[config.mk]
export PLATFORM = sky130hd
export DESIGN_NAME = xrv_fetch_flat
export DESIGN_NICKNAME = d
export VERILOG_FILES = /design/src/rtl/xrv_fetch_if.sv /design/src/rtl/xrv_fetch.sv /design/src/flat_wrapper.sv
export SDC_FILE = /design/constraint.sdc
export NUM_CORES = 1
export LEC_CHECK = 0
export CORE_UTILIZATION = 60
export DETAILED_ROUTE_END_ITERATION = 12
export HOLD_SLACK_MARGIN = 0.06
export PLACE_DENSITY = 0.84
export SETUP_SLACK_MARGIN = 0.15
export SYNTH_ARGS = -nofsm -noshare
export SYNTH_HDL_FRONTEND = slang
export SYNTH_SLANG_ARGS = --single-unit
export TNS_END_PERCENT = 100
[constraint.sdc]
create_clock -name clk -period 5.7 [get_ports clk]
set_input_delay 0.855 -clock clk [delete_from_list [all_inputs] [get_ports clk]]
set_output_delay 0.855 -clock clk [all_outputs]
set_load 0.02 [all_outputs]
[src/rtl/xrv_fetch_if.sv]
// xrv_fetch_if: instruction-memory and decode-side signals of the xriscv fetch stage.
//   imem_req/imem_addr   fetch request and word-aligned address (fetch -> memory)
//   imem_gnt             request accepted when imem_req & imem_gnt (memory -> fetch)
//   imem_rvalid/rdata    in-order response, at least one cycle after grant (memory -> fetch)
//   if_valid/instr/pc    head instruction and its PC (fetch -> decode)
interface xrv_fetch_if;
    logic        imem_req;
    logic [31:0] imem_addr;
    logic        imem_gnt;
    logic        imem_rvalid;
    logic [31:0] imem_rdata;
    logic        if_valid;
    logic [31:0] if_instr;
    logic [31:0] if_pc;
    modport master (
        output imem_req, imem_addr,
        input  imem_gnt, imem_rvalid, imem_rdata,
        output if_valid, if_instr, if_pc
    );
    modport slave (
        input  imem_req, imem_addr,
        output imem_gnt, imem_rvalid, imem_rdata,
        input  if_valid, if_instr, if_pc
    );
endinterface

[src/rtl/xrv_fetch.sv]
// xrv_fetch: instruction-fetch stage; owns the PC, issues pipelined imem requests,
// buffers responses in a DEPTH-entry FIFO and hands {instr, pc} to decode.
//   clk       clock
//   rstb      asynchronous active-low reset
//   stalling  hold the head instruction
//   jmp       redirect fetch to jmp_addr and discard all wrong-path work
//   jmp_addr  redirect target (bits [1:0] ignored)
//   bus       imem request/response and decode outputs (master side)
module xrv_fetch #(
    parameter logic [31:0] RESET_PC = 32'h0000_0000,
    parameter int          DEPTH    = 4
) (
    input  logic        clk,
    input  logic        rstb,
    input  logic        stalling,
    input  logic        jmp,
    input  logic [31:0] jmp_addr,
    xrv_fetch_if.master bus
);
    localparam int CW = $clog2(DEPTH + 1);
    localparam int PW = $clog2(DEPTH);

    logic [31:0]   pc_q, pc_d, resp_pc_q, resp_pc_d;
    logic [CW-1:0] out_q, out_d, disc_q, disc_d, occ_q, occ_d;
    logic [PW-1:0] rd_q, rd_d, wr_q, wr_d;
    logic [31:0]   instr_q [DEPTH];
    logic [31:0]   ipc_q   [DEPTH];
    logic [31:0]   tgt;
    logic          grant, push, pop;

    function automatic logic [PW-1:0] inc(input logic [PW-1:0] p);
        return (p == PW'(DEPTH - 1)) ? '0 : p + 1'b1;
    endfunction

    assign tgt           = jmp_addr & ~32'h3;
    // Credit rule: in-flight plus buffered never exceeds DEPTH, so a push always has room.
    assign bus.imem_req  = ({1'b0, out_q} + {1'b0, occ_q}) < (CW + 1)'(DEPTH);
    assign bus.imem_addr = jmp ? tgt : pc_q;
    assign grant         = bus.imem_req & bus.imem_gnt;
    assign push          = bus.imem_rvalid & (disc_q == '0) & ~jmp;
    assign bus.if_valid  = (occ_q != '0) & ~jmp;
    assign pop           = bus.if_valid & ~stalling;
    assign bus.if_instr  = instr_q[rd_q];
    assign bus.if_pc     = ipc_q[rd_q];

    always_comb begin
        pc_d      = grant ? bus.imem_addr + 32'd4 : jmp ? tgt : pc_q;
        out_d     = out_q + CW'(grant) - CW'(bus.imem_rvalid);
        // On a jump every still-pending pre-jump response becomes garbage; a grant
        // in the jump cycle is already the target fetch and is not counted.
        disc_d    = jmp ? out_q - CW'(bus.imem_rvalid)
                        : disc_q - CW'(bus.imem_rvalid && disc_q != '0);
        resp_pc_d = jmp ? tgt : push ? resp_pc_q + 32'd4 : resp_pc_q;
        occ_d     = jmp ? '0 : occ_q + CW'(push) - CW'(pop);
        wr_d      = jmp ? '0 : push ? inc(wr_q) : wr_q;
        rd_d      = jmp ? '0 : pop ? inc(rd_q) : rd_q;
    end

    always_ff @(posedge clk or negedge rstb) begin
        if (!rstb) begin
            pc_q      <= RESET_PC;
            resp_pc_q <= RESET_PC;
            out_q     <= '0;
            disc_q    <= '0;
            occ_q     <= '0;
            rd_q      <= '0;
            wr_q      <= '0;
            for (int i = 0; i < DEPTH; i++) begin
                instr_q[i] <= '0;
                ipc_q[i]   <= RESET_PC;
            end
        end else begin
            pc_q      <= pc_d;
            resp_pc_q <= resp_pc_d;
            out_q     <= out_d;
            disc_q    <= disc_d;
            occ_q     <= occ_d;
            rd_q      <= rd_d;
            wr_q      <= wr_d;
            if (push) begin
                instr_q[wr_q] <= bus.imem_rdata;
                ipc_q[wr_q]   <= resp_pc_q;
            end
        end
    end
endmodule

[src/flat_wrapper.sv]
// flat-port wrapper written by rule: the top's interface ports become plain ports
module xrv_fetch_flat 
#(
    parameter logic [31:0] RESET_PC = 32'h0000_0000,
    parameter int          DEPTH    = 4
)
  (clk, rstb, stalling, jmp, jmp_addr, bus_imem_req, bus_imem_addr, bus_imem_gnt, bus_imem_rvalid, bus_imem_rdata, bus_if_valid, bus_if_instr, bus_if_pc);
  xrv_fetch_if bus_i ();
  input  logic clk;
  input  logic rstb;
  input  logic stalling;
  input  logic jmp;
  input  logic [31:0] jmp_addr;
  output wire logic [$bits(bus_i.imem_req)-1:0] bus_imem_req;
  output wire logic [$bits(bus_i.imem_addr)-1:0] bus_imem_addr;
  input wire logic [$bits(bus_i.imem_gnt)-1:0] bus_imem_gnt;
  input wire logic [$bits(bus_i.imem_rvalid)-1:0] bus_imem_rvalid;
  input wire logic [$bits(bus_i.imem_rdata)-1:0] bus_imem_rdata;
  output wire logic [$bits(bus_i.if_valid)-1:0] bus_if_valid;
  output wire logic [$bits(bus_i.if_instr)-1:0] bus_if_instr;
  output wire logic [$bits(bus_i.if_pc)-1:0] bus_if_pc;
  assign bus_imem_req = bus_i.imem_req;
  assign bus_imem_addr = bus_i.imem_addr;
  assign bus_i.imem_gnt = bus_imem_gnt;
  assign bus_i.imem_rvalid = bus_imem_rvalid;
  assign bus_i.imem_rdata = bus_imem_rdata;
  assign bus_if_valid = bus_i.if_valid;
  assign bus_if_instr = bus_i.if_instr;
  assign bus_if_pc = bus_i.if_pc;
  xrv_fetch #(.RESET_PC(RESET_PC), .DEPTH(DEPTH)) u_core (.clk(clk), .rstb(rstb), .stalling(stalling), .jmp(jmp), .jmp_addr(jmp_addr), .bus(bus_i));
endmodule
Word level (Yosys, flattened, before mapping). Cells that the tools add are included.

Logic and storage cells: 70. Register bits: 333. Output and inout port bits: 98.

Eq/ne operators: 2. Add/subtract/negate cells: 11. Magnitude comparators: 4. Bitwise gates (word level): 9. Reduce and logical (&&, ||, !) cells: 7. Multiplexer cells: 22.

Operator list (number): two-way mux 32 bit (9); bitwise mux 128 bit (2); binary-select mux 32 bit (select 2 bit) (2); adder 32 x 3 -> 32 bit (second input constant) (2); demux 32 bit (select 2 bit) (1); two-way mux 2 bit (6); subtractor 3 x 1 -> 3 bit (4); adder 3 x 1 -> 3 bit (2); greater-or-equal comparator 3 bit (second input constant) (2); two-way mux 3 bit (2); inverter 2 -> 3 bit (2); nonzero test 3 bit (2); AND 1 bit (5); adder 2 x 1 -> 2 bit (second input constant) (2); adder 3 x 3 -> 4 bit (1); equality test 2 bit (second input constant) (2); less-than comparator 4 x 3 -> 1 bit (second input constant) (1); nonzero test 2 bit (2); logical NOT 3 bit (1); less-than comparator 3 x 1 -> 1 bit (second input constant) (1); logical AND 1 bit (2); inverter 1 bit (2).

Logic depth before layout (Yosys ltp).
Word-level depth: 6. Mapped depth: 13.

Least setup slack after synthesis. OpenSTA, ideal clock, no wires.

Path type: in2out. Start: in jmp. End: out bus_if_valid. Path buffers: 7. Stages on the path: 8. Data required time: 4845 ps. Data arrival time: 2389 ps. Path slack: 2456 ps. Path through: buf_6 > buf_4 > buf_4 > buf_2 > buf_2 > buf_1 > buf_1 > nor2_1.

Cells in the longest elaborated chain, start to end: 2.

RTL lines: start: declaration (RTL line flat_wrapper.sv:12) `input logic jmp;`; inverter 1 bit (RTL line xrv_fetch.sv:41) `assign bus.if_valid = (occ_q != '0) & ~jmp;`; AND 1 bit (RTL line xrv_fetch.sv:41); end: declaration (RTL line flat_wrapper.sv:19) `output wire logic [$bits(bus_i.if_valid)-1:0] bus_if_valid;`.

No other way between the ends.

Worst setup path in the final report.
Start: reg u_core.rd_q[1]. End: out bus_if_pc[13].

Cells in the longest elaborated chain, start to end: 4.

RTL lines: start: declaration (RTL line xrv_fetch.sv:25) `logic [PW-1:0] rd_q, rd_d, wr_q, wr_d;`; start signal: assignment (RTL line xrv_fetch.sv:78) `rd_q <= rd_d;`; inverter 2 -> 3 bit (implied by the code) (RTL line xrv_fetch.sv:44) `assign bus.if_pc = ipc_q[rd_q];`; binary-select mux 32 bit (select 2 bit) (RTL line xrv_fetch.sv:44); two-way mux 32 bit (implied by the code) (2 in a row) (RTL line xrv_fetch.sv:44); end: declaration (RTL line flat_wrapper.sv:21) `output wire logic [$bits(bus_i.if_pc)-1:0] bus_if_pc;`.

No other way between the ends. The select of a mux whose other input is x is not followed.

==> results.json <==
{
  "initial_core_util_pct": 61.5,
  "clock-sinks": 323,
  "final_util_pct": 73.9,
  "grt_pass1_vias": 9885,
  "ys.flop_type": "dfrtp_1",
  "fin_crit_ns": 3.89,
  "cts.clk_slew.worst_paths_ns": 0.06,
  "cts_tree": "done",
  "grtUsageTotal_pct": 24.8,
  "fp.dieH_um": 160,
  "via_per_inst": 5.80,
  "synth.top_cell.area_share_pct": 53.9,
  "dieArea_sq_um": 25600,
  "outcome": "finished clean",
  "post_cts_buffers": 0,
  "max_freq_mhz": 257,
  "skew_ns": 0.0101,
  "pre_cts_ws_ns": 1.68,
  "fp-row-count": 57,
  "post_cts_resized": 0,
  "synth_area_leaders": "dfrtp_1 54%, mux2_2 17%, mux4_2 9.3%",
  "wl_um": 30400,
  "synth_cells": 1099,
  "period_share_pct": 68.3,
  "power_density_nw_per_um2": 421,
  "tns_ns": 0,
  "synth_area_sq_um": 15000,
  "worstMarginPinSlew_ns": 1.04,
  "setup_viol": 0,
  "cts.path.max_buffers": 3,
  "synth_edf_count": 0,
  "hold_viol_final": 0,
  "synth_most_common_cell": "dfrtp_1",
  "finalMaxSlewViolations": 0,
  "grt_pass1_wl_um": 50900,
  "areaGrowthSynthToFinish_pct": 20.2,
  "core_sq_um": 24400,
  "grt_max_degree": 135,
  "ys_ff_latch": 323,
  "crit_fanout": 38,
  "ff2ff_setup_slack_ns": 2.61,
  "holdBufCountCts": 0,
  "drc": 0,
  "synth_area_leader_cell": "dfrtp_1",
  "numCtsBuffers": 35,
  "synth_async_sr_flop_share_pct": 100,
  "critPathCaptureType": "output pin",
  "syn_area_per_cell_sq_um": 13.7,
  "slew_headroom_pct": 30.7,
  "io_buffers": 163,
  "antenna_left": 0,
  "synth_warnings": 0,
  "synth_cell_types": 49,
  "h-tree-depth": 2,
  "drive_gt1_share_pct": 30.0,
  "crit_required_ns": 4.85,
  "gp_congestion": 0.865,
  "detail_route.first_pass.iterations": 5,
  "drt_iter0_drc": 474,
  "wl_per_cell_um": 19.1,
  "layout_setup_ws_ns": 1.81,
  "startpoint_type": "flop",
  "fillCellCount": 1548,
  "min_path_type": "in -> async",
  "vdd_drop_max_mv": 0.240,
  "critPathArrivalTime_ns": 3.04,
  "ys_seq_area_share_pct": 53.9,
  "cts_root_buffer": "clkbuf_16",
  "rsz0062_at_grt": "no",
  "ios": 168,
  "max_cap_viol_count": 0,
  "path_class": "reg -> out",
  "leakage_nw": 8.21,
  "die_x_um": 160,
  "layout.nets": 1326,
  "grt-ovfl-total": 0,
  "synthTopCellsByCount": "323 x dfrtp_1, 232 x mux2_2, 68 x nand2_1",
  "place_hpwl_um": 18500,
  "n_antenna_cell": 0,
  "clkLatencyLatePin_ns": 0.50,
  "antenna_found_initial": 0,
  "via_count": 9204
}
==> routing by layer <==
layer  share of wire, %  track usage [%]
met4                1.8             6.71
met3                4.5             3.87
met2                 49             41.3
met1                 44             34.2
met5                  0                0
==> layout make-up <==
type                            instances  area (sq um)  share of cell area, %
Clock inverter                         13           126                  0.701
Tap cell                              324           405                   2.25
Clock buffer                           50          1060                   5.90
Inverter                               45           169                  0.937
Timing Repair Buffer                  171          1710                   9.46
Sequential cell                       323          8090                   44.8
Multi-Input combinational cell        661          6480                   35.9
==> logic make-up after synthesis <==
| kind of cell | Yosys count | synth area share [%] |
|---|---|---|
| DFF | 323 | 53.9 |
| muxes | 310 | 27.8 |
| and+or+nand+nor | 183 | 6.48 |
| buffers and inverters | 116 | 3.22 |
| AOI/OAI and AO/OA | 82 | 3.17 |
| xor gates and xnor gates | 65 | 3.79 |
| adders and majority gates | 19 | 1.68 |
| other | 1 | 0.0250 |
==> layout by cell type (no fill, tap or decap), types with 4 or more instances in the layout <==
cell	instances
clkdlybuf4s50_1	161
inv_1	45
and4_1	8
clkinv_2	8
nor2b_1	8
nand2_1	64
mux2_2	232
nor2_1	22
o21ai_0	65
and3_1	7
clkbuf_16	37
clkbuf_1	4
nor3_2	5
mux4_2	62
xnor2_1	49
nand2_4	4
nor3_1	16
mux2i_1	16
buf_4	8
clkbuf_8	9
nand3_1	17
ha_1	17
nand4_1	11
a21oi_1	4
xor2_1	16
dfrtp_1	321
==> final timing paths <==
kind / depth (start not counted) / end / startpoint
max in group asynchronous: 2 / u_core.rd_q[0] / rstb
hold / removal: 1 / u_core.instr_q[117] / rstb
min in group clk: 2 / u_core.ipc_q[16] / u_core.ipc_q[16]
setup reg to reg: 5 / u_core.instr_q[39] / u_core.disc_q[1]
setup / recovery: 3 / bus_if_pc[13] / u_core.rd_q[1]
hold reg to reg: 2 / u_core.ipc_q[16] / u_core.ipc_q[16]
==> where the power goes <==
| part | switching (mW) | internal [mW] | leakage, nW |
|---|---|---|---|
| clock | 0.892 | 1.39 | 0.591 |
| combinational | 1.01 | 1.23 | 3.36 |
| sequential | 0.305 | 2.76 | 4.26 |
==> sequential cells by signal, summed over array words and instances, names as in the netlist <==
signal and cells:
u_core.resp_pc_q 30, u_core.out_q 3, u_core.wr_q 2, u_core.ipc_q 120
u_core.instr_q 128, u_core.occ_q 3, u_core.pc_q 32, u_core.rd_q 2
u_core.disc_q 3
==> stage by stage <==
step | instances | hold slack, ns | power, mW | area, sq um
final | 1587 | 0.331 | 7.59 | 18000
after global routing | 1587 | 0.371 | 7.96 | 18000
after CTS | 1587 | 0.348 | 7.67 | 18000
after detailed placement | 1524 | 0.466 | 5.34 | 16800
after global placement | 1524 | 0.456 | 5.26 | 16800
after floorplan | 1100 | 0.445 | 4.41 | 15000
==> worst max-delay path, cell delays in order, from the launching register on <==
cell             delay (ns)
dfrtp_2                1.03
buf_4                  0.52
mux4_2                 0.36
clkdlybuf4s50_1        0.61
Power figures use the tool's default switching activity.
